--- config.mk ---
export PLATFORM = sky130hd
export DESIGN_NAME = instr_decode_stage
export DESIGN_NICKNAME = d
export VERILOG_FILES = /design/src/rtl/instr_decode_stage_pkg.sv /design/src/rtl/instr_decode_stage_class_gen.sv /design/src/rtl/instr_decode_stage.sv
export SDC_FILE = /design/constraint.sdc
export NUM_CORES = 1
export LEC_CHECK = 0
export BUFFER_PORTS_ARGS = -buffer_cell sky130_fd_sc_hd__buf_2
export CORE_MARGIN = 10
export CORE_UTILIZATION = 45
export CTS_BUF_LIST = sky130_fd_sc_hd__clkbuf_4 sky130_fd_sc_hd__clkbuf_8
export DETAILED_ROUTE_END_ITERATION = 8
export HOLD_SLACK_MARGIN = 0.06
export PLACE_DENSITY = 0.66
export SYNTH_ARGS = -nofsm -noshare
export SYNTH_HDL_FRONTEND = slang
export SYNTH_HIERARCHICAL = 1
export SYNTH_SLANG_ARGS = --single-unit
--- constraint.sdc ---
create_clock -name clk -period 6.2 [get_ports clk]
set_input_delay 0.31 -clock clk [delete_from_list [all_inputs] [get_ports clk]]
set_output_delay 0.31 -clock clk [all_outputs]
set_load 0.005 [all_outputs]
--- src/rtl/instr_decode_stage_pkg.sv ---
// Control-unit shared constants: RV32 major opcodes and one-hot CODE bit positions.
// Latency: n/a (constants only).
// Backpressure: n/a.
package instr_decode_stage_pkg;

  // Width of the one-hot class code consumed by the select generators.
  localparam int CODE_W = 10;

  // Major opcodes, instr[6:0]
  localparam logic [6:0] OPC_JAL    = 7'b1101111;
  localparam logic [6:0] OPC_JALR   = 7'b1100111;
  localparam logic [6:0] OPC_LUI    = 7'b0110111;
  localparam logic [6:0] OPC_AUIPC  = 7'b0010111;
  localparam logic [6:0] OPC_BRANCH = 7'b1100011;
  localparam logic [6:0] OPC_OP     = 7'b0110011;
  localparam logic [6:0] OPC_STORE  = 7'b0100011;
  localparam logic [6:0] OPC_OPIMM  = 7'b0010011;
  localparam logic [6:0] OPC_LOAD   = 7'b0000011;
  localparam logic [6:0] OPC_SYSTEM = 7'b1110011;

  // Bit positions inside CODE
  localparam int CODE_J     = 0;
  localparam int CODE_JR    = 1;
  localparam int CODE_LUI   = 2;
  localparam int CODE_AUIPC = 3;
  localparam int CODE_BR    = 4;
  localparam int CODE_ALU   = 5;
  localparam int CODE_ST    = 6;
  localparam int CODE_ALUI  = 7;
  localparam int CODE_LD    = 8;
  localparam int CODE_CSR   = 9;

endpackage

--- src/rtl/instr_decode_stage_class_gen.sv ---
// Opcode classifier: instr[6:0] -> one-hot CODE plus illegal flag.
// Latency: purely combinational.
// Backpressure: none (no state).
module instr_class_gen
  import instr_decode_stage_pkg::*;
(
  input  logic [6:0]        opcode,
  output logic [CODE_W-1:0] code,
  output logic              illegal
);

  // Exactly one bit set for a supported opcode; anything else (FENCE,
  // compressed encodings with opcode[1:0]!=11, reserved) is zero + illegal.
  always_comb begin
    code    = '0;
    illegal = 1'b0;
    case (opcode)
      OPC_JAL:    code[CODE_J]     = 1'b1;
      OPC_JALR:   code[CODE_JR]    = 1'b1;
      OPC_LUI:    code[CODE_LUI]   = 1'b1;
      OPC_AUIPC:  code[CODE_AUIPC] = 1'b1;
      OPC_BRANCH: code[CODE_BR]    = 1'b1;
      OPC_OP:     code[CODE_ALU]   = 1'b1;
      OPC_STORE:  code[CODE_ST]    = 1'b1;
      OPC_OPIMM:  code[CODE_ALUI]  = 1'b1;
      OPC_LOAD:   code[CODE_LD]    = 1'b1;
      OPC_SYSTEM: code[CODE_CSR]   = 1'b1;
      default:    illegal          = 1'b1;
    endcase
  end

endmodule

--- src/rtl/instr_decode_stage.sv ---
// Registered decode stage: classifies instr opcode, holds results in head + skid entries.
// Latency: 1 cycle from accept into an empty stage to out_valid.
// Backpressure: in_ready is registered (~skid_full); skid absorbs the one extra beat.
module instr_decode_stage #(
  parameter int XLEN   = 32,
  parameter int CODE_W = instr_decode_stage_pkg::CODE_W  // fixed at 10 by the control unit
) (
  input  logic              clk,
  input  logic              reset,
  input  logic              flush,
  input  logic              in_valid,
  output logic              in_ready,
  input  logic [31:0]       in_instr,
  input  logic [XLEN-1:0]   in_pc,
  output logic              out_valid,
  input  logic              out_ready,
  output logic [31:0]       out_instr,
  output logic [XLEN-1:0]   out_pc,
  output logic [CODE_W-1:0] out_code,
  output logic              out_illegal
);

  // Decode happens before storage so both entries hold finished results.
  logic [CODE_W-1:0] dec_code;
  logic              dec_illegal;

  instr_class_gen u_class_gen (
    .opcode  (in_instr[6:0]),
    .code    (dec_code),
    .illegal (dec_illegal)
  );

  // State
  logic              head_vld, skid_vld, in_rdy_q;
  logic [31:0]       head_instr, skid_instr;
  logic [XLEN-1:0]   head_pc, skid_pc;
  logic [CODE_W-1:0] head_code, skid_code;
  logic              head_ill, skid_ill;

  // Next state
  logic              head_vld_n, skid_vld_n, in_rdy_n;
  logic [31:0]       head_instr_n, skid_instr_n;
  logic [XLEN-1:0]   head_pc_n, skid_pc_n;
  logic [CODE_W-1:0] head_code_n, skid_code_n;
  logic              head_ill_n, skid_ill_n;

  logic accept, fire;

  assign accept = in_valid & in_rdy_q;
  assign fire   = head_vld & out_ready;

  // Route accepted/forwarded entries between head and skid; flush overrides all.
  always_comb begin
    head_vld_n   = head_vld;
    head_instr_n = head_instr;
    head_pc_n    = head_pc;
    head_code_n  = head_code;
    head_ill_n   = head_ill;
    skid_vld_n   = skid_vld;
    skid_instr_n = skid_instr;
    skid_pc_n    = skid_pc;
    skid_code_n  = skid_code;
    skid_ill_n   = skid_ill;

    if (flush) begin
      head_vld_n = 1'b0;
      skid_vld_n = 1'b0;
    end else if (!head_vld) begin
      // Empty stage (skid is never occupied while head is empty).
      if (accept) begin
        head_vld_n   = 1'b1;
        head_instr_n = in_instr;
        head_pc_n    = in_pc;
        head_code_n  = dec_code;
        head_ill_n   = dec_illegal;
      end
    end else if (fire) begin
      if (skid_vld) begin
        // Skid moves up; a new accept cannot happen here since in_ready=0.
        head_instr_n = skid_instr;
        head_pc_n    = skid_pc;
        head_code_n  = skid_code;
        head_ill_n   = skid_ill;
        if (accept) begin
          skid_instr_n = in_instr;
          skid_pc_n    = in_pc;
          skid_code_n  = dec_code;
          skid_ill_n   = dec_illegal;
        end else begin
          skid_vld_n = 1'b0;
        end
      end else if (accept) begin
        // Back-to-back streaming: new entry replaces the departing one.
        head_instr_n = in_instr;
        head_pc_n    = in_pc;
        head_code_n  = dec_code;
        head_ill_n   = dec_illegal;
      end else begin
        head_vld_n = 1'b0;
      end
    end else if (accept) begin
      // Head stalled: park the new entry in the skid.
      skid_vld_n   = 1'b1;
      skid_instr_n = in_instr;
      skid_pc_n    = in_pc;
      skid_code_n  = dec_code;
      skid_ill_n   = dec_illegal;
    end

    in_rdy_n = ~skid_vld_n;
  end

  // State registers; reset discards all entries asynchronously.
  always_ff @(posedge clk or posedge reset) begin
    if (reset) begin
      head_vld   <= 1'b0;
      skid_vld   <= 1'b0;
      in_rdy_q   <= 1'b1;
      head_instr <= '0;
      head_pc    <= '0;
      head_code  <= '0;
      head_ill   <= 1'b0;
      skid_instr <= '0;
      skid_pc    <= '0;
      skid_code  <= '0;
      skid_ill   <= 1'b0;
    end else begin
      head_vld   <= head_vld_n;
      skid_vld   <= skid_vld_n;
      in_rdy_q   <= in_rdy_n;
      head_instr <= head_instr_n;
      head_pc    <= head_pc_n;
      head_code  <= head_code_n;
      head_ill   <= head_ill_n;
      skid_instr <= skid_instr_n;
      skid_pc    <= skid_pc_n;
      skid_code  <= skid_code_n;
      skid_ill   <= skid_ill_n;
    end
  end

  assign in_ready    = in_rdy_q;
  assign out_valid   = head_vld;
  assign out_instr   = head_instr;
  assign out_pc      = head_pc;
  assign out_code    = head_code;
  assign out_illegal = head_ill;

endmodule

==> impl_metrics.yaml, run 1 <==
sta:
  finalClockSkew_ns: 0.0149
  finalSetupTns_ns: 0
  slew_viol_final: 0
  rsz0062_at_grt: "no"
  worstMarginPinSlew_ns: 1.22
  finalSetupViolCount: 0
  hold_viol: 0
  slew_headroom: 0.182
  fmax_mhz: 370
  finalCriticalPeriod_ns: 2.71
  layout_setup_ws_ns: 3.49
  finalCritPeriodShare: 0.436
power_and_ir_drop:
  comb_power_share: 0.157
  power_mw: 2.58
  leakage_nw: 3.65
  switching_share: 0.242
  p_int_mw: 1.96
  ir_drop_uv: 151
  p_sw_uw: 625
  pwr-share-seq: 0.509
  p_clk_frac: 0.334
  powerDensity_mw_per_mm2: 340
worst_setup_path:
  critPathKind: "register to register"
  startpoint_type: "register"
  worstPathArrival_ns: 3.08
  end_kind: "register"
  worst-endpoint-required_ns: 6.58
  path_max_fanout: 49
global_routing:
  overflow: 0
  gr-usage-all-layers: 0.158
  grt_max_degree: 86
  grt_pass1_vias: 4590
  grt_first_pass_wirelength_mm: 24.9
  antenna_found_initial: 0
clock_tree:
  path_clk_slew_ns: 0.08
  cts_root_buf: "clkbuf_8"
  cts.sinks: 153
  cts_buffers: 17
  h-tree-depth: 4
  cts_hold_buf: 1
  cts_resized: 0
  clockBufferDepth: 2
  clk_latency_ns: 0.45
  cts_setup_buffers: 0
  cts_tree: "built"
synthesis:
  synth_cell_types: 29
  synthesis.area_mm2: 0.00629
  netlist.area_leader.share: 0.604
  synth-seq-area-share: 0.609
  synth_fp_nets: 520
  synth_seq_cells: 153
  synth.avg_cell_area_um2: 14.0
  yosys_warnings: 6
  synth.area.top_cells: "dfrtp_1 (60%), mux2_2 (13%), a221o_1 (12%), and2_1 (7.5%), buf_2 (1.2%)"
  yosysTopAreaCell: "dfrtp_1"
  syn_inst: 451
layout:
  num_antenna_cells: 0
  fin_nets: 657
  final_common_cell: "dfrtp_1"
  area_delta_synth_final_pct: 20.8
  fillerInstances: 1216
  utilization: 0.552
  postLayoutCellArea_mm2: 0.00760
  drive_gt1_frac: 0.441
  most-common-layout-cells: "dfrtp_1 (152), buf_2 (145), mux2_2 (75), and2_1 (75), a221o_1 (75)"
detailed_routing:
  via_per_inst: 5.53
  wl_mm: 14.9
  ant_nets: 0
  dr.pass1.iters: 4
  vias: 4307
  drc: 0
  drtIter0Drc: 278
  routedWlPerCell_um: 19.2
job:
  drv_cap: 0
die:
  dieArea_mm2: 0.0191
  dieHeight_um: 138
  row_count: 43
  design.core.area_mm2: 0.0138
  dieWidth_um: 138
  initial_utilization: 0.457
  io_pins: 146
place:
  place.gp.congestion: 0.738
  dpl-instance-area_mm2: 0.00714
  dp_hpwl_mm: 9.70
  place_ws_ns: 3.53
  io_buffers: 145
worst_hold_path:
  min_path_type: "primary input to register"
status:
  status: "finished, final reports clean"
final timing paths:
path / from / end / slack (ns) / cells past startpoint
setup / recovery: skid_vld / out_instr[27] / 3.49 / 4
hold / removal: in_pc[1] / out_pc[1] / 0.10 / 2
setup reg to reg: skid_vld / out_instr[27] / 3.49 / 4
hold reg to reg: skid_instr[17] / skid_instr[17] / 0.50 / 1
max in group asynchronous: reset / out_valid / 4.30 / 4
min in group asynchronous: reset / out_pc[20] / 0.55 / 3
state kept, by name, summed over array words and instances, names as in the netlist:
signal,cells
skid_code,10
skid_pc,32
skid_vld,1
skid_ill,1
out_valid,1
out_illegal,1
out_code,10
out_instr,32
out_pc,32
skid_instr,32
in_ready,1
metal layers:
layer,vias to the layer above,wire [um],GRT usage
met4,0,231,0.0544
met2,123,7110,0.246
met5,-,0,0
met3,19,1030,0.0606
li1,1957,-,-
met1,2208,6580,0.198
through the flow:
step,hold slack [ns],std cells
after global placement,0.480,748
final,0.103,779
after global routing,0.0717,779
after detailed placement,0.487,748
after CTS,0.0744,779
after floorplan,0.373,451
logic make-up after synthesis:
logic type             Yosys count  synth area share
DFF                            153             0.609
and+or+nand+nor                108             0.104
AOI/OAI and AO/OA               82             0.127
muxes                           75             0.134
buffers and inverters           33            0.0256
power groups by stage:
| stage | clock [mW] | combinational (mW) | sequential, mW |
|---|---|---|---|
| global placement | 0 | 0.402 | 1.32 |
| finish | 0.862 | 0.407 | 1.32 |
| CTS | 0.880 | 0.418 | 1.32 |
| floorplan | 0 | 0.242 | 1.32 |
| detailed placement | 0 | 0.418 | 1.33 |
| global route | 0.926 | 0.452 | 1.34 |
layout make-up:
cell class | count | area, um2 | area share
flip-flops and latches | 153 | 3830 | 0.504
repair buffers | 150 | 766 | 0.101
multi-input cells | 265 | 2320 | 0.305
clock buffers | 21 | 283 | 0.0372
clock inverters | 9 | 170 | 0.0224
well taps | 180 | 225 | 0.0296
inverters | 1 | 8.76 | 0.00115
synthesized netlist by cell type:
library cell  count
inv_1             1
nand3b_1          1
or3b_2            1
dfstp_2           1
dfrtp_1         152
o21bai_1          1
a211o_1           1
nor3_1            3
a21oi_1           2
and4b_1           1
nor2b_1           2
clkbuf_1         12
and2_1           75
buf_4             5
nand2b_1          1
a221o_1          75
a31o_2            1
mux2_2           75
nand2_1           9
or4_4             1
nand3_1           2
a211oi_1          1
buf_2            15
or3_1             2
nor2_1            7
and4bb_1          1
a21o_1            1
nor3b_2           1
nand4b_1          1
critical path, cell delays in order (launching register included):
cell	delay (ns)
dfrtp_1	0.43
nand2b_1	0.24
a211oi_4	1.04
buf_4	0.65
a221o_1	0.25
Note: power is estimated with default switching activity, not from simulation.
==> run 2: changes to the inputs <==
Settings changed: ABC_AREA set to 1.
Clock period 6.2 ns to 2.15 ns, I/O delays scaled along.
==> run 2 against run 1 <==
Via count is 80% higher; non-clock buffer count is 78 higher; sequential share of layout area is 11 points lower; final cell count is 95% higher; global-route usage is 3.9 points higher; die area is 21% higher; worst setup slack worse by 3.3 ns; critical path type is now register to output port; largest power group unchanged; highest routed layer unchanged.
==> impl_metrics.yaml, run 2 <==
clock_tree:
  cts_tree: "built"
  cts_setup_buffers: 0
  path_clk_slew_ns: 0.09
  clk_latency_ns: 0.45
  cts.sinks: 153
  clockBufferDepth: 2
  cts_root_buf: "clkbuf_8"
  cts_buffers: 17
  h-tree-depth: 4
die:
  dieWidth_um: 152
  dieHeight_um: 152
  io_pins: 146
  dieArea_mm2: 0.0230
  row_count: 48
  initial_utilization: 0.455
  design.core.area_mm2: 0.0172
layout:
  final_common_cell: "nand2_1"
  utilization: 0.572
  area_delta_synth_final_pct: 25.6
  multi_input_area_mm2: 0.00362
  fillerInstances: 1676
  drive_gt1_frac: 0.160
  num_antenna_cells: 0
  regArea_mm2: 0.00383
  most-common-layout-cells: "nand2_1 (463), nand3_1 (231), nor2_1 (162), dfrtp_1 (152), buf_2 (145)"
  fin_nets: 1350
worst_setup_path:
  critPathKind: "register to output port"
  worstPathArrival_ns: 1.84
  end_kind: "output port"
  startpoint_type: "register"
  path_max_fanout: 76
  worst-endpoint-required_ns: 2.04
sta:
  fmax_mhz: 513
  finalCritPeriodShare: 0.907
  finalSetupViolCount: 0
  slew_headroom: 0.400
  rsz0062_at_grt: "no"
  worstMarginPinSlew_ns: 0.900
  finalSetupTns_ns: 0
  finalCriticalPeriod_ns: 1.95
  finalClockSkew_ns: 0.00642
  hold_viol: 0
  slew_viol_final: 0
synthesis:
  synthAdderAreaFrac: 0
  synth_fp_nets: 1183
  synth.area.top_cells: "dfrtp_1 (49%), nand2_1 (22%), nand3_1 (15%), nor2_1 (7.8%), buf_2 (3.1%)"
  synth_edf_count: 0
  synth-simple-area-share: 0.457
  synth.avg_cell_area_um2: 7.02
  synth-compound-area-share: 0.00112
  netlist.area_leader.share: 0.486
  synth_cell_types: 16
  synth_seq_cells: 153
  synth_xor_area_frac: 0
  syn_inst: 1114
  synth_top_family_by_area: "simple AND/OR/NAND/NOR gates"
  synth-seq-area-share: 0.490
  yosysTopAreaCell: "dfrtp_1"
  synthMuxAreaShare: 0
  ys.flop_type: "dfrtp_1"
  post-synth-top-count-cell: "nand2_1"
  synthesis.area_mm2: 0.00782
  synth_commonest_cells: "nand2_1 (467), nand3_1 (231), nor2_1 (162), dfrtp_1 (152), buf_2 (49)"
  yosys_warnings: 6
  async_flop_share: 1.00
power_and_ir_drop:
  power_mw: 7.64
  leakage_nw: 5.64
  pwr-share-seq: 0.499
  p_sw_mw: 2.39
  switching_share: 0.313
  comb_power_share: 0.206
  powerDensity_mw_per_mm2: 778
  p_int_mw: 5.25
  p_clk_frac: 0.295
  ir_drop_uv: 363
global_routing:
  gr-usage-all-layers: 0.197
  grt_max_degree: 77
  overflow: 0
  grt_pass1_vias: 7724
  antenna_found_initial: 0
  grt_first_pass_wirelength_mm: 39.1
worst_hold_path:
  min_path_type: "primary input to register"
detailed_routing:
  wl_mm: 22.5
  routedWlPerCell_um: 14.8
  dr.pass1.iters: 5
  vias: 7770
  drc: 0
  via_per_inst: 5.12
  ant_nets: 0
  drtIter0Drc: 496
place:
  place.gp.congestion: 0.751
  io_buffers: 145
  dp_hpwl_mm: 13.3
job:
  drv_cap: 0
status:
  status: "finished, final reports clean"
[run 2: final timing paths]
path,depth (start not counted),endpoint,from,slack (ns)
hold / removal,6,out_instr[7],in_valid,0.20
setup / recovery,2,in_ready,in_ready,0.20
hold reg to reg,2,skid_code[2],skid_code[2],0.47
max in group asynchronous,4,out_instr[12],reset,1.18
setup reg to reg,6,skid_pc[4],in_ready,0.32
min in group asynchronous,4,out_pc[1],reset,0.30
[run 2: stage by stage]
stage	instances	worst slack [ns]	hold slack, ns	area [um2]
detailed placement	1420	0.325	0.266	8740
global route	1519	0.0876	0.223	9820
CTS	1519	0.154	0.176	9820
global placement	1420	0.359	0.264	8740
finish	1519	0.201	0.203	9820
floorplan	1114	0.112	0.252	7820
[run 2: cell type report]
class / instances / share of cell area
Clock inverter: 11 / 0.0122
Inverter: 13 / 0.00535
Tap cell: 225 / 0.0287
Sequential cell: 153 / 0.390
Timing Repair Buffer: 228 / 0.166
Clock buffer: 21 / 0.0288
Multi-Input combinational cell: 868 / 0.368
[run 2: power by group through the flow]
stage          logic, mW  clock network, mW  registers, mW
6_report            1.57               2.26           3.81
3_3_place_gp        1.45                  0           3.84
4_1_cts             1.60               2.31           3.80
2_1_floorplan      0.904                  0           3.81
5_1_grt             1.83               2.43           3.89
3_5_place_dp        1.50                  0           3.85
[run 2: kinds of logic after synthesis]
logic type,Yosys count
and+or+nand+nor,867
DFF,153
buffers and inverters,93
AOI/OAI and AO/OA,1
[run 2: layer usage]
metal | up-vias | track usage | share of wire
li1 | 3845 | - | -
met1 | 3684 | 0.269 | 0.47
met2 | 226 | 0.305 | 0.46
met3 | 15 | 0.0517 | 0.063
met4 | 0 | 0.0481 | 0.0078
met5 | - | 0 | 0
[run 2: repair_timing]
action,CTS,global route
setup endpoints to repair,1,0
gates resized for setup,1,0
hold buffers,67,0
hold endpoints to repair,283,0
[run 2: critical path: stages (launching register included)]
cell,delay [ns]
dfstp_4,0.64
buf_6,0.51
buf_2,0.24
